--- src/rtl/sdram_arb_pkg.sv ---
// rtl/sdram_arb_pkg.sv - shared types, default widths and clog2 for the SDRAM port arbiter
package sdram_arb_pkg;

    typedef enum logic [1:0] {
        ST_IDLE  = 2'd0,
        ST_ISSUE = 2'd1,
        ST_WAIT  = 2'd2,
        ST_DONE  = 2'd3
    } arb_state_t;

    localparam int DEF_ADDR_W = 25;
    localparam int DEF_DATA_W = 16;

    function automatic int clog2(input int value);
        int result;
        result = 0;
        for (int i = 0; i < 31; i++) begin
            if ((1 << i) < value) begin
                result = i + 1;
            end
        end
        return result;
    endfunction

endpackage

--- src/rtl/sdram_arb_pick.sv ---
// rtl/sdram_arb_pick.sv - combinational winner search over the request vector from a start index
module sdram_arb_pick
    import sdram_arb_pkg::*;
#(
    parameter int PORTS = 3,
    parameter int ID_W  = clog2(PORTS)
) (
    input  logic [PORTS-1:0] req,
    input  logic [ID_W-1:0]  start,
    output logic [ID_W-1:0]  winner,
    output logic             valid
);

    int cand;

    // Walk the ports in circular order from start; first requester wins.
    always_comb begin
        winner = '0;
        valid  = 1'b0;
        cand   = 0;
        for (int k = 0; k < PORTS; k++) begin
            cand = (int'(start) + k) % PORTS;
            if (!valid && req[cand]) begin
                valid  = 1'b1;
                winner = ID_W'(cand);
            end
        end
    end

endmodule

--- src/rtl/sdram_port_arbiter.sv ---
// rtl/sdram_port_arbiter.sv - single-outstanding SDRAM request port arbiter (SDRAM_ARB_ROUNDROBIN_EN selects round-robin, else fixed priority)
module sdram_port_arbiter
    import sdram_arb_pkg::*;
#(
    parameter int PORTS  = 3,
    parameter int ADDR_W = DEF_ADDR_W,
    parameter int DATA_W = DEF_DATA_W
) (
    input  logic                       clk,
    input  logic                       reset_in,
    input  logic [PORTS-1:0]           port_req,
    input  logic [PORTS-1:0]           port_wr,
    input  logic [PORTS*ADDR_W-1:0]    port_addr,
    input  logic [PORTS*DATA_W-1:0]    port_wdata,
    input  logic [PORTS*2-1:0]         port_bsel,
    output logic [PORTS-1:0]           port_ack,
    output logic [DATA_W-1:0]          port_rdata,
    output logic                       ctrl_req,
    output logic                       ctrl_wr,
    output logic [ADDR_W-1:0]          ctrl_addr,
    output logic [DATA_W-1:0]          ctrl_wdata,
    output logic [1:0]                 ctrl_bsel,
    input  logic                       ctrl_ack,
    input  logic [DATA_W-1:0]          ctrl_rdata,
    output logic [clog2(PORTS)-1:0]    grant_id,
    output logic                       busy
);

    localparam int ID_W = clog2(PORTS);

    arb_state_t       state;
    arb_state_t       next_state;
    logic [ID_W-1:0]  pick_start;
    logic [ID_W-1:0]  pick_idx;
    logic             pick_valid;
    logic [PORTS-1:0] ack_vec;

    sdram_arb_pick #(
        .PORTS (PORTS),
        .ID_W  (ID_W)
    ) u_pick (
        .req    (port_req),
        .start  (pick_start),
        .winner (pick_idx),
        .valid  (pick_valid)
    );

`ifdef SDRAM_ARB_ROUNDROBIN_EN
    logic [ID_W-1:0] rr_ptr;

    // Pointer holds the port after the last winner; it only moves on a grant.
    always_ff @(posedge clk or negedge reset_in) begin
        if (!reset_in) begin
            rr_ptr <= '0;
        end else if (state == ST_IDLE && pick_valid) begin
            rr_ptr <= (int'(pick_idx) == PORTS - 1) ? '0 : pick_idx + 1'b1;
        end
    end

    assign pick_start = rr_ptr;
`else
    assign pick_start = '0;
`endif

    assign ack_vec = PORTS'(1) << grant_id;

    always_comb begin
        next_state = state;
        case (state)
            ST_IDLE:  if (pick_valid) next_state = ST_ISSUE;
            ST_ISSUE: next_state = ST_WAIT;
            ST_WAIT:  if (ctrl_ack) next_state = ST_DONE;
            ST_DONE:  next_state = ST_IDLE;
            default:  next_state = ST_IDLE;
        endcase
    end

    // Outputs are registered so they line up with the state they belong to:
    // ctrl_req spans ISSUE..WAIT, port_ack covers exactly the DONE cycle.
    always_ff @(posedge clk or negedge reset_in) begin
        if (!reset_in) begin
            state      <= ST_IDLE;
            busy       <= 1'b0;
            ctrl_req   <= 1'b0;
            ctrl_wr    <= 1'b0;
            ctrl_addr  <= '0;
            ctrl_wdata <= '0;
            ctrl_bsel  <= 2'b00;
            port_ack   <= '0;
            port_rdata <= '0;
            grant_id   <= '0;
        end else begin
            state    <= next_state;
            busy     <= (next_state != ST_IDLE);
            port_ack <= '0;
            case (state)
                ST_IDLE: begin
                    if (pick_valid) begin
                        grant_id   <= pick_idx;
                        ctrl_req   <= 1'b1;
                        ctrl_wr    <= port_wr[pick_idx];
                        ctrl_addr  <= port_addr[int'(pick_idx)*ADDR_W +: ADDR_W];
                        ctrl_wdata <= port_wdata[int'(pick_idx)*DATA_W +: DATA_W];
                        ctrl_bsel  <= port_bsel[int'(pick_idx)*2 +: 2];
                    end
                end
                ST_WAIT: begin
                    if (ctrl_ack) begin
                        ctrl_req   <= 1'b0;
                        port_rdata <= ctrl_rdata;
                        port_ack   <= ack_vec;
                    end
                end
                default: ;
            endcase
        end
    end

endmodule

--- config.mk ---
export PLATFORM = sky130hd
export DESIGN_NAME = sdram_port_arbiter
export DESIGN_NICKNAME = d
export VERILOG_FILES = /design/src/rtl/sdram_arb_pkg.sv /design/src/rtl/sdram_arb_pick.sv /design/src/rtl/sdram_port_arbiter.sv
export SDC_FILE = /design/constraint.sdc
export NUM_CORES = 1
export LEC_CHECK = 0
export ABC_AREA = 1
export BUFFER_PORTS_ARGS = -buffer_cell sky130_fd_sc_hd__buf_4
export CORE_UTILIZATION = 48
export CTS_BUF_LIST = sky130_fd_sc_hd__clkbuf_4 sky130_fd_sc_hd__clkbuf_8
export CTS_CLUSTER_DIAMETER = 150
export CTS_CLUSTER_SIZE = 12
export DETAILED_ROUTE_END_ITERATION = 10
export PLACE_DENSITY_LB_ADDON = 0.12
export SLEW_MARGIN = 5
export SYNTH_ARGS = -nofsm -noshare
export SYNTH_HDL_FRONTEND = slang
export SYNTH_SLANG_ARGS = --single-unit
--- constraint.sdc ---
create_clock -name clk -period 2.94 [get_ports clk]
set_input_delay 0.588 -clock clk [delete_from_list [all_inputs] [get_ports clk]]
set_output_delay 0.588 -clock clk [all_outputs]
set_load 0.02 [all_outputs]
==> results.yml <==
grt:
  grt_util_all_layers_pct: 26.0
  grt_pass1_vias: 3599
  grt_max_degree: 90
  grt_pass1_wl_um: 15900
  gr-total-overflow: 0
  grt_antenna_before_repair: 0
cells_and_area:
  layout.nets: 898
  n_fill_cell: 609
  syn_to_final_growth_pct: 51.5
  layout_common_cells: "nand2_1, buf_4, nor2_1, dfrtp_1, nand3_1"
  final_common_cell: "nand2_1"
  fin_util_pct: 75.6
  antenna_cells: 0
  drive_above_1_share_pct: 32.8
die:
  rows: 31
  die-area_um2: 7930
  die_h_um: 89.1
  coreArea_um2: 7290
  initial_core_util_pct: 49.9
  ios: 221
  die-width_um: 89.1
route:
  wl_per_cell_um: 12.4
  viasPerCell: 4.74
  drt-total-wl_um: 10400
  first_pass_iters: 4
  route.detailed.drc: 0
  drtIter0Drc: 139
  dr_total_vias: 4006
  ant_nets: 0
setup_path:
  critPathCaptureType: "flip-flop"
  cp.required_ns: 3.17
  cp.arrival_ns: 2.16
  reg2reg_depth: 7
  crit_path_max_fanout: 20
  critPathKind: "flip-flop to flip-flop"
  r2r-end: "ctrl_req$_DFFE_PN0P_"
  rrSetupSlack_ns: 1.01
  rr_startpoint: "state[0]$_DFF_PN0_"
  start_kind: "flip-flop"
clock_network:
  postCtsHoldBufs: 0
  htreeDepth: 3
  clk_latency_ns: 0.33
  post_cts_resized: 0
  cts_setup_buffers: 0
  cts_tree: "built"
  cts_buffer_depth: 2
  cts_sinks: 69
  numCtsBuffers: 9
  clk_pin_slew_ns: 0.08
  cts_root_buf: "clkbuf_8"
sta:
  worst_slack_ns: 1.01
  hold_viol_final: 0
  tightest_slew_ns: 0.862
  maxSlewViolCount: 0
  period_minus_slack_ns: 1.93
  setup_viol: 0
  slew_headroom_pct: 42.5
  tns_ns: 0
  final.period_utilization_pct: 65.7
  fin_skew_ns: 0.00702
  max_freq_mhz: 518
  rsz0062_at_grt: "false"
pwr:
  leakage_nw: 3.23
  peakVddDrop_uv: 654
  powerDensity_nw_per_um2: 922
  power_mw: 5.08
synth:
  ys_seq_area_share_pct: 47.5
  syn_nets: 692
  syn_inst: 535
  post_synth_num_cell_types: 17
  syn-cell-area_um2: 3640
  syn_avg_cell_area_um2: 6.80
  yosysWarningCount: 0
  synth_seq_cells: 69
place:
  port_buffers: 220
  dp_hpwl_um: 7560
  gp_congestion: 0.856
  post-place-ws_ns: 1.01
min_path:
  hp-class: "input port to async pin"
run:
  maxCapViolCount: 0
run_status:
  outcome: "complete, no violations"
-- through the flow --
stage               cells  area (um^2)  hold slack [ns]
detailed placement    829         5280            0.466
global placement      829         5280            0.463
finish                845         5510            0.364
global route          845         5510            0.426
floorplan             535         3640            0.292
CTS                   845         5510            0.390
-- power breakdown --
part	total [mW]	internal, mW	switching (mW)
registers	1.67	1.40	0.269
logic	2.53	1.05	1.48
clock network	0.883	0.526	0.357
-- cells in the mapped netlist --
library cell	n	share of area [%]
ha_1	3	1.0
buf_6	1	0.31
nand3_1	45	6.2
nand2_1	276	28
o21ai_1	1	0.14
inv_1	10	1.0
nand2_2	3	0.52
nor3_1	2	0.28
buf_2	15	2.1
nor2_1	90	9.3
dfrtp_1	69	47
buf_4	8	1.7
o21ai_0	3	0.41
o211ai_1	1	0.21
inv_2	2	0.21
clkbuf_1	5	0.52
nand3b_1	1	0.21
-- state kept, by name, indices dropped and copies added (netlist names) --
signal / cells
ctrl_wr: 1
ctrl_bsel: 2
port_ack: 3
ctrl_addr: 25
grant_id: 2
state: 2
busy: 1
ctrl_req: 1
ctrl_wdata: 16
port_rdata: 16
-- worst max path at each step --
stage,start,endpoint
floorplan,port_req[1],ctrl_addr[0]$_DFFE_PN0P_
global placement,port_req[1],ctrl_addr[16]$_DFFE_PN0P_
detailed placement,port_req[1],ctrl_wdata[9]$_DFFE_PN0P_
CTS,state[0]$_DFF_PN0_,ctrl_req$_DFFE_PN0P_
global route,state[0]$_DFF_PN0_,ctrl_req$_DFFE_PN0P_
finish,state[0]$_DFF_PN0_,ctrl_req$_DFFE_PN0P_
-- kinds of logic (layout without fill, tap and decap cells) --
group | count (synthesis) | after routing | synth area share, %
adders and majority gates | 3 | 3 | 1.03
DFF | 69 | 69 | 47.5
AOI/OAI and AO/OA | 5 | 5 | 0.757
buffers and inverters | 41 | 252 | 5.78
and+or+nand+nor | 417 | 417 | 45.0
-- worst max-delay path: stages, from the launching register on --
cell	delay, ns
dfrtp_1	0.41
inv_1	0.13
ha_1	0.21
nand2_1	0.41
inv_2	0.40
o21ai_0	0.13
nand2_1	0.08
inv_1	0.04
-- final cells by class --
cell class,count,area [um^2],area share [%]
Multi-Input combinational cell,425,1700,30.9
Sequential cell,69,1730,31.3
Clock buffer,11,151,2.75
Clock inverter,5,82.6,1.50
Tap cell,99,124,2.25
Inverter,12,45.0,0.817
Timing Repair Buffer,224,1680,30.5
-- metal layers --
layer | share of wire (%) | up-vias | wire (um) | global-route usage (%)
li1 | - | 2038 | - | -
met1 | 40 | 1792 | 4160 | 30.1
met2 | 50 | 158 | 5260 | 47.1
met3 | 7.7 | 18 | 802 | 5.63
met4 | 2.1 | 0 | 214 | 10.2
met5 | 0 | - | 0 | 0
(Power assumes the default switching activity.)
